`config.mk`:
```
export PLATFORM = sky130hd
export DESIGN_NAME = irr_param_flat
export DESIGN_NICKNAME = d
export VERILOG_FILES = /design/src/rtl/irr_param_if.sv /design/src/rtl/irr_param.sv /design/src/flat_wrapper.sv
export SDC_FILE = /design/constraint.sdc
export NUM_CORES = 1
export LEC_CHECK = 0
export CAP_MARGIN = 10
export CORE_MARGIN = 1
export CORE_UTILIZATION = 51
export DETAILED_ROUTE_END_ITERATION = 10
export GPL_TIMING_DRIVEN = 0
export PLACE_DENSITY = 0.84
export SETUP_SLACK_MARGIN = 0.02
export SLEW_MARGIN = 30
export SYNTH_ARGS = -nofsm -noshare
export SYNTH_HDL_FRONTEND = slang
export SYNTH_SLANG_ARGS = --single-unit
```
`constraint.sdc`:
```
create_clock -name clk -period 3 [get_ports clk]
set_input_delay 0.6 -clock clk [delete_from_list [all_inputs] [get_ports clk]]
set_output_delay 0.6 -clock clk [all_outputs]
set_load 0.05 [all_outputs]
```
`src/rtl/irr_param_if.sv`:
```
// Request-register bus between PIC control logic and the IRR.
// Control drives requests/controls; the IRR returns latched vectors.
interface irr_param_if #(
    parameter int NUM_IRQ = 8
);
    logic [NUM_IRQ-1:0] ir_in;
    logic               level_or_edge_flag;
    logic [NUM_IRQ-1:0] mask;
    logic               freeze;
    logic [NUM_IRQ-1:0] clear_interrupt_request;
    logic [NUM_IRQ-1:0] irr;
    logic [NUM_IRQ-1:0] irr_masked;
    logic               int_pending;

    modport master (
        output ir_in,
        output level_or_edge_flag,
        output mask,
        output freeze,
        output clear_interrupt_request,
        input  irr,
        input  irr_masked,
        input  int_pending
    );

    modport slave (
        input  ir_in,
        input  level_or_edge_flag,
        input  mask,
        input  freeze,
        input  clear_interrupt_request,
        output irr,
        output irr_masked,
        output int_pending
    );
endinterface

```
`src/rtl/irr_param.sv`:
```
// Interrupt Request Register for an 8259-style PIC.
// Synchronises, latches (edge/level) and freezes requests during INTA.
module irr_param #(
    parameter int NUM_IRQ     = 8,
    parameter int SYNC_STAGES = 2
) (
    input logic        clk,
    input logic        reset,
    irr_param_if.slave bus
);
    logic [NUM_IRQ-1:0] s;

    generate
        if (SYNC_STAGES == 0) begin : g_bypass
            assign s = bus.ir_in;
        end else begin : g_sync
            logic [NUM_IRQ-1:0] sync_q [SYNC_STAGES];
            logic [NUM_IRQ-1:0] sync_d [SYNC_STAGES];

            always_comb begin
                sync_d[0] = bus.ir_in;
                for (int k = 1; k < SYNC_STAGES; k++) begin
                    sync_d[k] = sync_q[k-1];
                end
            end

            always_ff @(posedge clk) begin
                for (int k = 0; k < SYNC_STAGES; k++) begin
                    if (reset) begin
                        sync_q[k] <= '0;
                    end else begin
                        sync_q[k] <= sync_d[k];
                    end
                end
            end

            assign s = sync_q[SYNC_STAGES-1];
        end
    endgenerate

    logic [NUM_IRQ-1:0] irr_q, irr_d;
    logic [NUM_IRQ-1:0] irr_masked_q, irr_masked_d;
    logic               int_pending_q, int_pending_d;
    logic [NUM_IRQ-1:0] ir_prev_q, ir_prev_d;
    logic [NUM_IRQ-1:0] edge_armed_q, edge_armed_d;
    logic               ltim_q, ltim_d;
    logic               frz_prev_q, frz_prev_d;

    logic               unfreeze;
    logic               mode_chg;
    logic [NUM_IRQ-1:0] edge_set;

    always_comb begin
        unfreeze = frz_prev_q & ~bus.freeze;
        mode_chg = bus.level_or_edge_flag ^ ltim_q;
        // Leaving freeze, a still-high armed line counts as an edge.
        edge_set = s & edge_armed_q
                 & (~ir_prev_q | {NUM_IRQ{unfreeze}});

        irr_d        = irr_q;
        edge_armed_d = edge_armed_q | ~s;

        if (mode_chg) begin
            irr_d        = '0;
            edge_armed_d = ~s;
        end else if (ltim_q) begin
            if (!bus.freeze) begin
                irr_d = s;
            end
            irr_d = irr_d & ~bus.clear_interrupt_request;
        end else begin
            if (!bus.freeze) begin
                irr_d        = edge_set | (irr_q & s);
                edge_armed_d = (edge_armed_q & ~edge_set) | ~s;
            end
            irr_d = irr_d & ~bus.clear_interrupt_request;
        end

        ir_prev_d     = s;
        ltim_d        = bus.level_or_edge_flag;
        frz_prev_d    = bus.freeze;
        irr_masked_d  = irr_d & ~bus.mask;
        int_pending_d = |irr_masked_d;
    end

    always_ff @(posedge clk) begin
        if (reset) begin
            irr_q         <= '0;
            irr_masked_q  <= '0;
            int_pending_q <= 1'b0;
            ir_prev_q     <= '0;
            edge_armed_q  <= '1;
            // Track the live mode so leaving reset is not a mode change.
            ltim_q        <= bus.level_or_edge_flag;
            frz_prev_q    <= 1'b0;
        end else begin
            irr_q         <= irr_d;
            irr_masked_q  <= irr_masked_d;
            int_pending_q <= int_pending_d;
            ir_prev_q     <= ir_prev_d;
            edge_armed_q  <= edge_armed_d;
            ltim_q        <= ltim_d;
            frz_prev_q    <= frz_prev_d;
        end
    end

    assign bus.irr         = irr_q;
    assign bus.irr_masked  = irr_masked_q;
    assign bus.int_pending = int_pending_q;
endmodule
```
`src/flat_wrapper.sv`:
```
// flat-port wrapper written by rule: the top's interface ports become plain ports
module irr_param_flat 
#(
    parameter int NUM_IRQ     = 8,
    parameter int SYNC_STAGES = 2
)
  (clk, reset, bus_ir_in, bus_level_or_edge_flag, bus_mask, bus_freeze, bus_clear_interrupt_request, bus_irr, bus_irr_masked, bus_int_pending);
  irr_param_if #(.NUM_IRQ(NUM_IRQ)) bus_i ();
  input logic clk;
  input logic reset;
  input wire logic [$bits(bus_i.ir_in)-1:0] bus_ir_in;
  input wire logic [$bits(bus_i.level_or_edge_flag)-1:0] bus_level_or_edge_flag;
  input wire logic [$bits(bus_i.mask)-1:0] bus_mask;
  input wire logic [$bits(bus_i.freeze)-1:0] bus_freeze;
  input wire logic [$bits(bus_i.clear_interrupt_request)-1:0] bus_clear_interrupt_request;
  output wire logic [$bits(bus_i.irr)-1:0] bus_irr;
  output wire logic [$bits(bus_i.irr_masked)-1:0] bus_irr_masked;
  output wire logic [$bits(bus_i.int_pending)-1:0] bus_int_pending;
  assign bus_i.ir_in = bus_ir_in;
  assign bus_i.level_or_edge_flag = bus_level_or_edge_flag;
  assign bus_i.mask = bus_mask;
  assign bus_i.freeze = bus_freeze;
  assign bus_i.clear_interrupt_request = bus_clear_interrupt_request;
  assign bus_irr = bus_i.irr;
  assign bus_irr_masked = bus_i.irr_masked;
  assign bus_int_pending = bus_i.int_pending;
  irr_param #(.NUM_IRQ(NUM_IRQ), .SYNC_STAGES(SYNC_STAGES)) u_core (.clk(clk), .reset(reset), .bus(bus_i));
endmodule
```
---- Word level (Yosys, flattened, before mapping) ----
Memory sizes are Yosys's and may differ from the RTL's.
Index checks and enable logic that the tools add are counted.
Widths: inputs -> output; s select.
operators by class
  mux-type cells .......................... 16
  bitwise operators ....................... 21
  reductions and logical operators ........ 1
operator list
  kind             count
  $mux 8           13
  $and 8x8->8      7
  $not 8->8        5
  $or 8x8->8       4
  $reduce_or 8->1  1
  $mux 1           3
  $or 1x1->1       2
  $and 1x1->1      1
  $not 1->1        1
  $xor 1x1->1      1
storage, ports and cells
  bits in registers ....................... 35
  bits in writable memories ............... 16
  input port bits ......................... 28
  output and inout port bits .............. 17
  logic and storage cells ................. 46
  memories kept ........................... 1
memory list
  memory                words  width  rd ports  clocked after memory_dff  wr ports  RTL line         source
  u_core.g_sync.sync_q  2      8      2         0                         2         irr_param.sv:17  logic [NUM_IRQ-1:0] sync_q [SYNC_STAGES];

---- Logic depth before layout (Yosys ltp) ----
Gate-level depths: netlist of run 1.
  depth in word-level cells ............... 13
  depth in mapped cells ................... 8
  gate-level depth less buffers ........... 6

---- Least setup slack after synthesis of run 1 ----
Ideal clock, no wire load.
  kind .................................... input-to-reg
  start ................................... input port bus_freeze
  end ..................................... register u_core.int_pending_q (netlist: u_core.bus.int_pending)
  library setup time ...................... 0.130 ns
  arrival ................................. 1.455 ns
  data required time ...................... 2.870 ns
  path slack .............................. 1.415 ns
  stages on the path ...................... 7
  buffers on the path ..................... 1
  cells stage by stage .................... nor2b_4 > buf_6 > o22a_1 > a21oi_2 > nor3_1 > nor4_1 > o22ai_1
between the ends
  word-level cells in the longest chain between the ends .. 13
  elaborated cells on any way between the ends .. 17
  those cells by class .................... mux (8); bitwise (8); reduce/logical (1)
ends and longest elaborated chain
  item                  RTL line            source
  start, declared       flat_wrapper.sv:14  input wire logic [$bits(bus_i.freeze)-1:0] bus_freeze;
  $not 1->1             irr_param.sv:54     unfreeze = frz_prev_q & ~bus.freeze;
  $and 1x1->1           irr_param.sv:54
  $or 8x8->8            irr_param.sv:58     & (~ir_prev_q | {NUM_IRQ{unfreeze}});
  $and 8x8->8           irr_param.sv:58
  $or 8x8->8            irr_param.sv:73     irr_d = edge_set | (irr_q & s);
  $mux 8                irr_param.sv:72     if (!bus.freeze) begin
  $mux 8                irr_param.sv:66     end else if (ltim_q) begin
  $mux 8                irr_param.sv:63     if (mode_chg) begin
  $and 8x8->8           irr_param.sv:76     irr_d = irr_d & ~bus.clear_interrupt_request;
  $mux 8 (*)            irr_param.sv:66
  $mux 8 (*)            irr_param.sv:63
  $and 8x8->8 (*)       irr_param.sv:82     irr_masked_d = irr_d & ~bus.mask;
  $reduce_or 8->1 (*)   irr_param.sv:83     int_pending_d = |irr_masked_d;
  end signal, assigned  irr_param.sv:99     int_pending_q <= int_pending_d;
  end, declared         irr_param.sv:43     logic int_pending_q, int_pending_d;
Mark *: on every way between the ends. The rest lies on a longest branch, timed or not. The select of a mux whose other input is x is not followed.
A chain may end at the register's enable or synchronous reset.

---- Final worst setup path of run 1 ----
Ends and elaborated chain as after synthesis.

==> reports/metrics.cfg, run 1 <==
[route]
final_antenna_net_count = 0
routed_wirelength_mm = 3.92
vias = 1400
remaining_drc_errors = 0
wl_per_cell_um = 14.5
vias_per_cell = 5.19
dr.first_iter.drc_count = 44
drt-pass1-iter-count = 4

[hold_path]
hold_depth = 1
hold_class = reg2reg

[synth]
netlist_area_um2 = 1740
synthArstFlopShare_pct = 0
ys_ff_latch = 51
ys_types = 32
synth_flop_cell = dfxtp_1
synth_edf_count = 0
yosys_warnings = 0
ys_seq_area_share_pct = 58.6
syn_inst = 174
synth_nets = 202
avgSynthCellArea_um2 = 10.0

[grt]
antenna_found_initial = 0
grt_max_degree = 16
grt_use_total_pct = 23.6
grt_pass1_wl_mm = 6.04
grt_pass1_vias = 1348
grt_overflow = 0

[flow_run]
maxCapViolations = 0

[sta]
fmax_ghz = 0.442
tightest_slew_ps = 599
grt_setup_unrepaired = no
maxSlewViolCount = 0
relSlewSlack_pct = 59.8
setup_viol = 0
fin_setup_tns_ps = 0
skew_ps = 21.8
period_share_pct = 75.5
final_hold_viol_count = 0
min_period_ps = 2260

[pwr]
p_leak_nw = 0.886
peakVddDrop_mv = 0.524
power_density_nw_per_um2 = 566

[worst_setup_path]
endpoint_kind = flop
start_kind = input pin
cp_cell_sequence = clkdlybuf4s50_1 -> nor2_1 -> o2111ai_1 -> a21oi_1 -> o2bb2ai_1 -> nor4_1 -> o22ai_1
critical-path-max-stage-delay_ps = 560
r2r_cells = 7
criticalPathCategory = in2reg
crit_arrival_ps = 2580
cpMaxStageDelayCell = clkdlybuf4s50_1
cp.required_ps = 3320
path_max_fanout = 6

[floorplan]
die_h_um = 60.4
placementRows = 20
die_w_um = 60.4
initial_core_util_pct = 55.2
fp.dieArea_um2 = 3650
ios = 45
core_area_um2 = 3150

[cells_and_area]
drive_gt1_share_pct = 7.08
fin_cells = 270
seq_area_um2 = 1020
final_nets = 253
insertedDiodeCount = 0
fillers = 227
synthToLayoutAreaGrowth_pct = 34.3
multiInputGateArea_um2 = 651

[clocking]
post_cts_buffers = 0
cts_resized = 0
htreeDepth = 2
clk_pin_slew_ps = 150
cts_buffers = 5
ctsHoldBuffers = 0
clock_latency_ps = 380
clockBufferDepth = 2
cts_tree = done
ctsRootBufferMaster = clkbuf_4
cts.sinks = 51

[place]
gp_congestion = 0.813
dp_cells = 262
hpwl_mm = 2.72
portBuffers = 44

[outcome]
status = complete, no violations

worst paths after layout:
| kind | start | endpoint | slack, ps |
|---|---|---|---|
| worst min-delay path | u_core.g_sync.sync_q[0][6] | u_core.g_sync.sync_q[1][6] | 440 |
| worst min register to register | u_core.g_sync.sync_q[0][6] | u_core.g_sync.sync_q[1][6] | 440 |
| worst max-delay path | bus_freeze | u_core.bus.int_pending | 740 |
| worst max register to register | u_core.ltim_q | u_core.bus.int_pending | 1140 |
cell families after synthesis:
group                     Yosys count  share of synthesized area [%]
and+or+nand+nor                    81                           25.4
DFF                                51                           58.6
AOI/OAI and AO/OA                  25                           10.4
buffers and inverters              14                           4.02
xor gates and xnor gates            2                           1.01
muxes                               1                          0.575
state kept, by name (all words and copies together) (netlist names):
| register | count |
|---|---|
| u_core.bus.irr_masked | 8 |
| u_core.ltim_q | 1 |
| u_core.bus.irr | 8 |
| u_core.edge_armed_q | 8 |
| u_core.g_sync.sync_q | 16 |
| u_core.frz_prev_q | 1 |
| u_core.ir_prev_q | 8 |
| u_core.bus.int_pending | 1 |
cell usage after synthesis, types with 2 or more instances:
| cell type | instances | area, um^2 |
|---|---|---|
| a21oi_1 | 5 | 25.0 |
| and2_1 | 3 | 18.8 |
| and2b_1 | 2 | 15.0 |
| buf_2 | 2 | 10.0 |
| buf_6 | 2 | 22.5 |
| clkbuf_1 | 3 | 11.3 |
| dfxtp_1 | 51 | 1020 |
| inv_1 | 7 | 26.3 |
| nand2_1 | 15 | 56.3 |
| nand3_1 | 5 | 25.0 |
| nor2_1 | 8 | 30.0 |
| nor2b_1 | 29 | 181 |
| nor3_1 | 10 | 50.1 |
| nor4_1 | 5 | 31.3 |
| o2111ai_1 | 4 | 35.0 |
| o21ai_0 | 3 | 15.0 |
| o22ai_1 | 5 | 31.3 |
per-layer routing:
| layer | track usage, % | vias up | routed length, um |
|---|---|---|---|
| li1 | - | 687 | - |
| met1 | 27.1 | 648 | 1680 |
| met2 | 39.4 | 57 | 1930 |
| met3 | 8.53 | 8 | 221 |
| met4 | 11.0 | 0 | 82 |
| met5 | 0 | - | 0 |
layout make-up:
class | instances | share of cell area [%]
buffer | 7 | 1.87
clock buffer | 6 | 1.77
clock inverter | 2 | 2.57
inverter | 7 | 1.12
multi-input combinational | 109 | 27.8
sequential | 51 | 43.7
tap | 44 | 2.35
timing repair buffer | 44 | 18.8
metrics by stage:
stage               cell area (um^2)  total power, mW  utilization (%)  hold slack (ps)  worst slack (ps)
floorplan                       1740            0.797                -              413              1410
global placement                2240            0.859             71.0              416               474
detailed placement              2240            0.864             71.0              425               403
CTS                             2340             1.33             74.2              454               802
global route                    2340             1.37             74.2              453               677
finish                          2340             1.32             74.2              444               736
critical path, delay by kind of cell:
kind / cells / cell delay, ps
buf+inv: 1 / 560
simple gates: 2 / 610
compound gates: 4 / 820
cells in the final DEF, fill, tap and decap left out, drive strengths merged, types with 2 or more instances in the layout:
master	Yosys	layout
nor2	8	8
inv	7	7
nor2b	30	30
o21ai	3	3
clkdlybuf4s50	0	44
nor4	5	5
and2	3	3
o2111ai	4	4
nor3	10	10
dfxtp	51	51
buf	4	4
nand2	15	15
o31ai	2	2
a21oi	6	6
bufinv	0	2
o22ai	5	5
nand3	5	5
clkbuf	3	9
and2b	2	2
power by group:
part	leakage, nW	internal (mW)	total, mW	switching [mW]
logic	0.417	0.0697	0.143	0.0729
clock network	0.0525	0.260	0.473	0.213
registers	0.417	0.698	0.709	0.0102
Note: power is estimated with default switching activity, not from simulation.
==> run 2, diff against run 1 <==
Settings changed: CORE_UTILIZATION 51 to 47, PLACE_DENSITY 0.84 to 0.78.
Clock period 3 ns to 2.1 ns, I/O delays scaled along.
==> reports/metrics.cfg, run 2 (synthesized netlist as in run 1, its figures left out) <==
[clocking]
clock_latency_ps = 300  ; -80 ps
cts_buffers = 5  ; unchanged
clockBufferDepth = 2  ; unchanged
post_cts_buffers = 0  ; unchanged
clk_pin_slew_ps = 80  ; -70 ps
cts.sinks = 51  ; unchanged
htreeDepth = 2  ; unchanged
cts_tree = done
ctsRootBufferMaster = clkbuf_8
ctsHoldBuffers = 0  ; unchanged
cts_resized = 0  ; unchanged

[route]
drt-pass1-iter-count = 4  ; unchanged
final_antenna_net_count = 0  ; unchanged
remaining_drc_errors = 0  ; unchanged
wl_per_cell_um = 12.5  ; -14%
vias_per_cell = 4.96  ; -4.4%
dr.first_iter.drc_count = 88  ; +100%
routed_wirelength_mm = 3.39  ; -13%
vias = 1349  ; -3.6%

[worst_setup_path]
endpoint_kind = flop
crit_arrival_ps = 2110  ; -470 ps
start_kind = input pin
rr_startpoint = u_core.ltim_q
criticalPathCategory = in2reg
path_max_fanout = 10  ; +4
cp.required_ps = 2280  ; -1040 ps
startpoint = bus_freeze

[sta]
setup_viol = 0  ; unchanged
setup_ws_ps = 173  ; -563 ps
final_hold_viol_count = 0  ; unchanged
period_share_pct = 91.7
min_period_ps = 1930
fmax_ghz = 0.519
maxSlewViolCount = 0  ; unchanged
fin_setup_tns_ps = 0  ; unchanged
relSlewSlack_pct = 66.1  ; +6.4 points
tightest_slew_ps = 506  ; -92.9 ps
skew_ps = 9.19  ; -12.6 ps
grt_setup_unrepaired = no

[cells_and_area]
final_cell_mix = dfxtp_1, clkdlybuf4s50_1, nor2b_1
insertedDiodeCount = 0  ; unchanged
design_area_um2 = 2350  ; +0.37%
postLayoutCoreUtil_pct = 68.2  ; -6.0 points
largest_reg_flops = 16  ; unchanged
final_common_cell = dfxtp_1
fillers = 278  ; +22%
top_register = u_core.g_sync.sync_q
final_nets = 253  ; unchanged
drive_gt1_share_pct = 7.52  ; +0.44 points
synthToLayoutAreaGrowth_pct = 34.8

[floorplan]
ios = 45  ; unchanged
initial_core_util_pct = 50.6  ; -4.6 points
die_w_um = 62.9  ; +4.0%
placementRows = 21  ; +5.0%
core_area_um2 = 3440  ; +9.2%
die_h_um = 62.9  ; +4.0%
fp.dieArea_um2 = 3950  ; +8.2%

[pwr]
power_density_nw_per_um2 = 768  ; +36%
fin_total_pwr_mw = 1.80  ; +36%
p_leak_nw = 0.891  ; +0.53%
peakVddDrop_mv = 0.604  ; +15%

[place]
portBuffers = 44  ; unchanged
dpl_worst_slack_ps = -257  ; -660 ps
hpwl_mm = 2.59  ; -4.8%
dpl_cell_area_um2 = 2240  ; +0.11%
gp_congestion = 0.745  ; -8.4%

[hold_path]
hold_class = reg2reg
hp-start = u_core.g_sync.sync_q[0][4]

[grt]
grt_pass1_vias = 1313  ; -2.6%
grt_overflow = 0  ; unchanged
antenna_found_initial = 0  ; unchanged
grt_use_total_pct = 19.0  ; -4.6 points
grt_pass1_wl_mm = 5.68  ; -5.9%
grt_max_degree = 15  ; -1

[flow_run]
maxCapViolations = 0  ; unchanged

[outcome]
status = complete, no violations

run 2: where the power goes:
part / internal [mW] / total (mW) / switching [mW]
Combinational: 0.101 / 0.200 / 0.0992
Clock: 0.301 / 0.593 / 0.292
Sequential: 0.996 / 1.01 / 0.0138
run 2: area by class of cell:
type                            instances  area (um^2)  share of cell area (%)
Buffer                                  7         43.8                    1.87
Clock buffer                            8          100                    4.26
Inverter                                7         26.3                    1.12
Multi-Input combinational cell        109          658                    28.0
Sequential cell                        51         1020                    43.5
Tap cell                               46         57.6                    2.45
Timing Repair Buffer                   44          440                    18.8
run 2: final timing paths:
path	to	slack, ps	cells past startpoint
setup / recovery	u_core.bus.int_pending	170	8
hold / removal	u_core.g_sync.sync_q[1][4]	440	1
setup reg to reg	u_core.bus.int_pending	430	7
hold reg to reg	u_core.g_sync.sync_q[1][4]	440	1
run 2: stage by stage:
step | hold slack (ps) | std cells
2_1_floorplan | 413 | 174
5_1_grt | 459 | 272
6_report | 442 | 272
3_5_place_dp | 428 | 264
3_3_place_gp | 422 | 264
4_1_cts | 447 | 272
run 2: critical path: stages:
cell             delay [ps]
clkdlybuf4s50_1         620
buf_2                   300
mux2i_1                 210
nor3_1                   60
o31ai_1                 120
nor2_1                   90
a21oi_1                 190
o22ai_1                 100
run 2: per-layer routing:
layer  GRT usage [%]  part of all wire, %
met4            12.2                  2.4
met1            20.9                   43
met5               0                    0
met2            31.9                   48
met3            5.47                  6.0
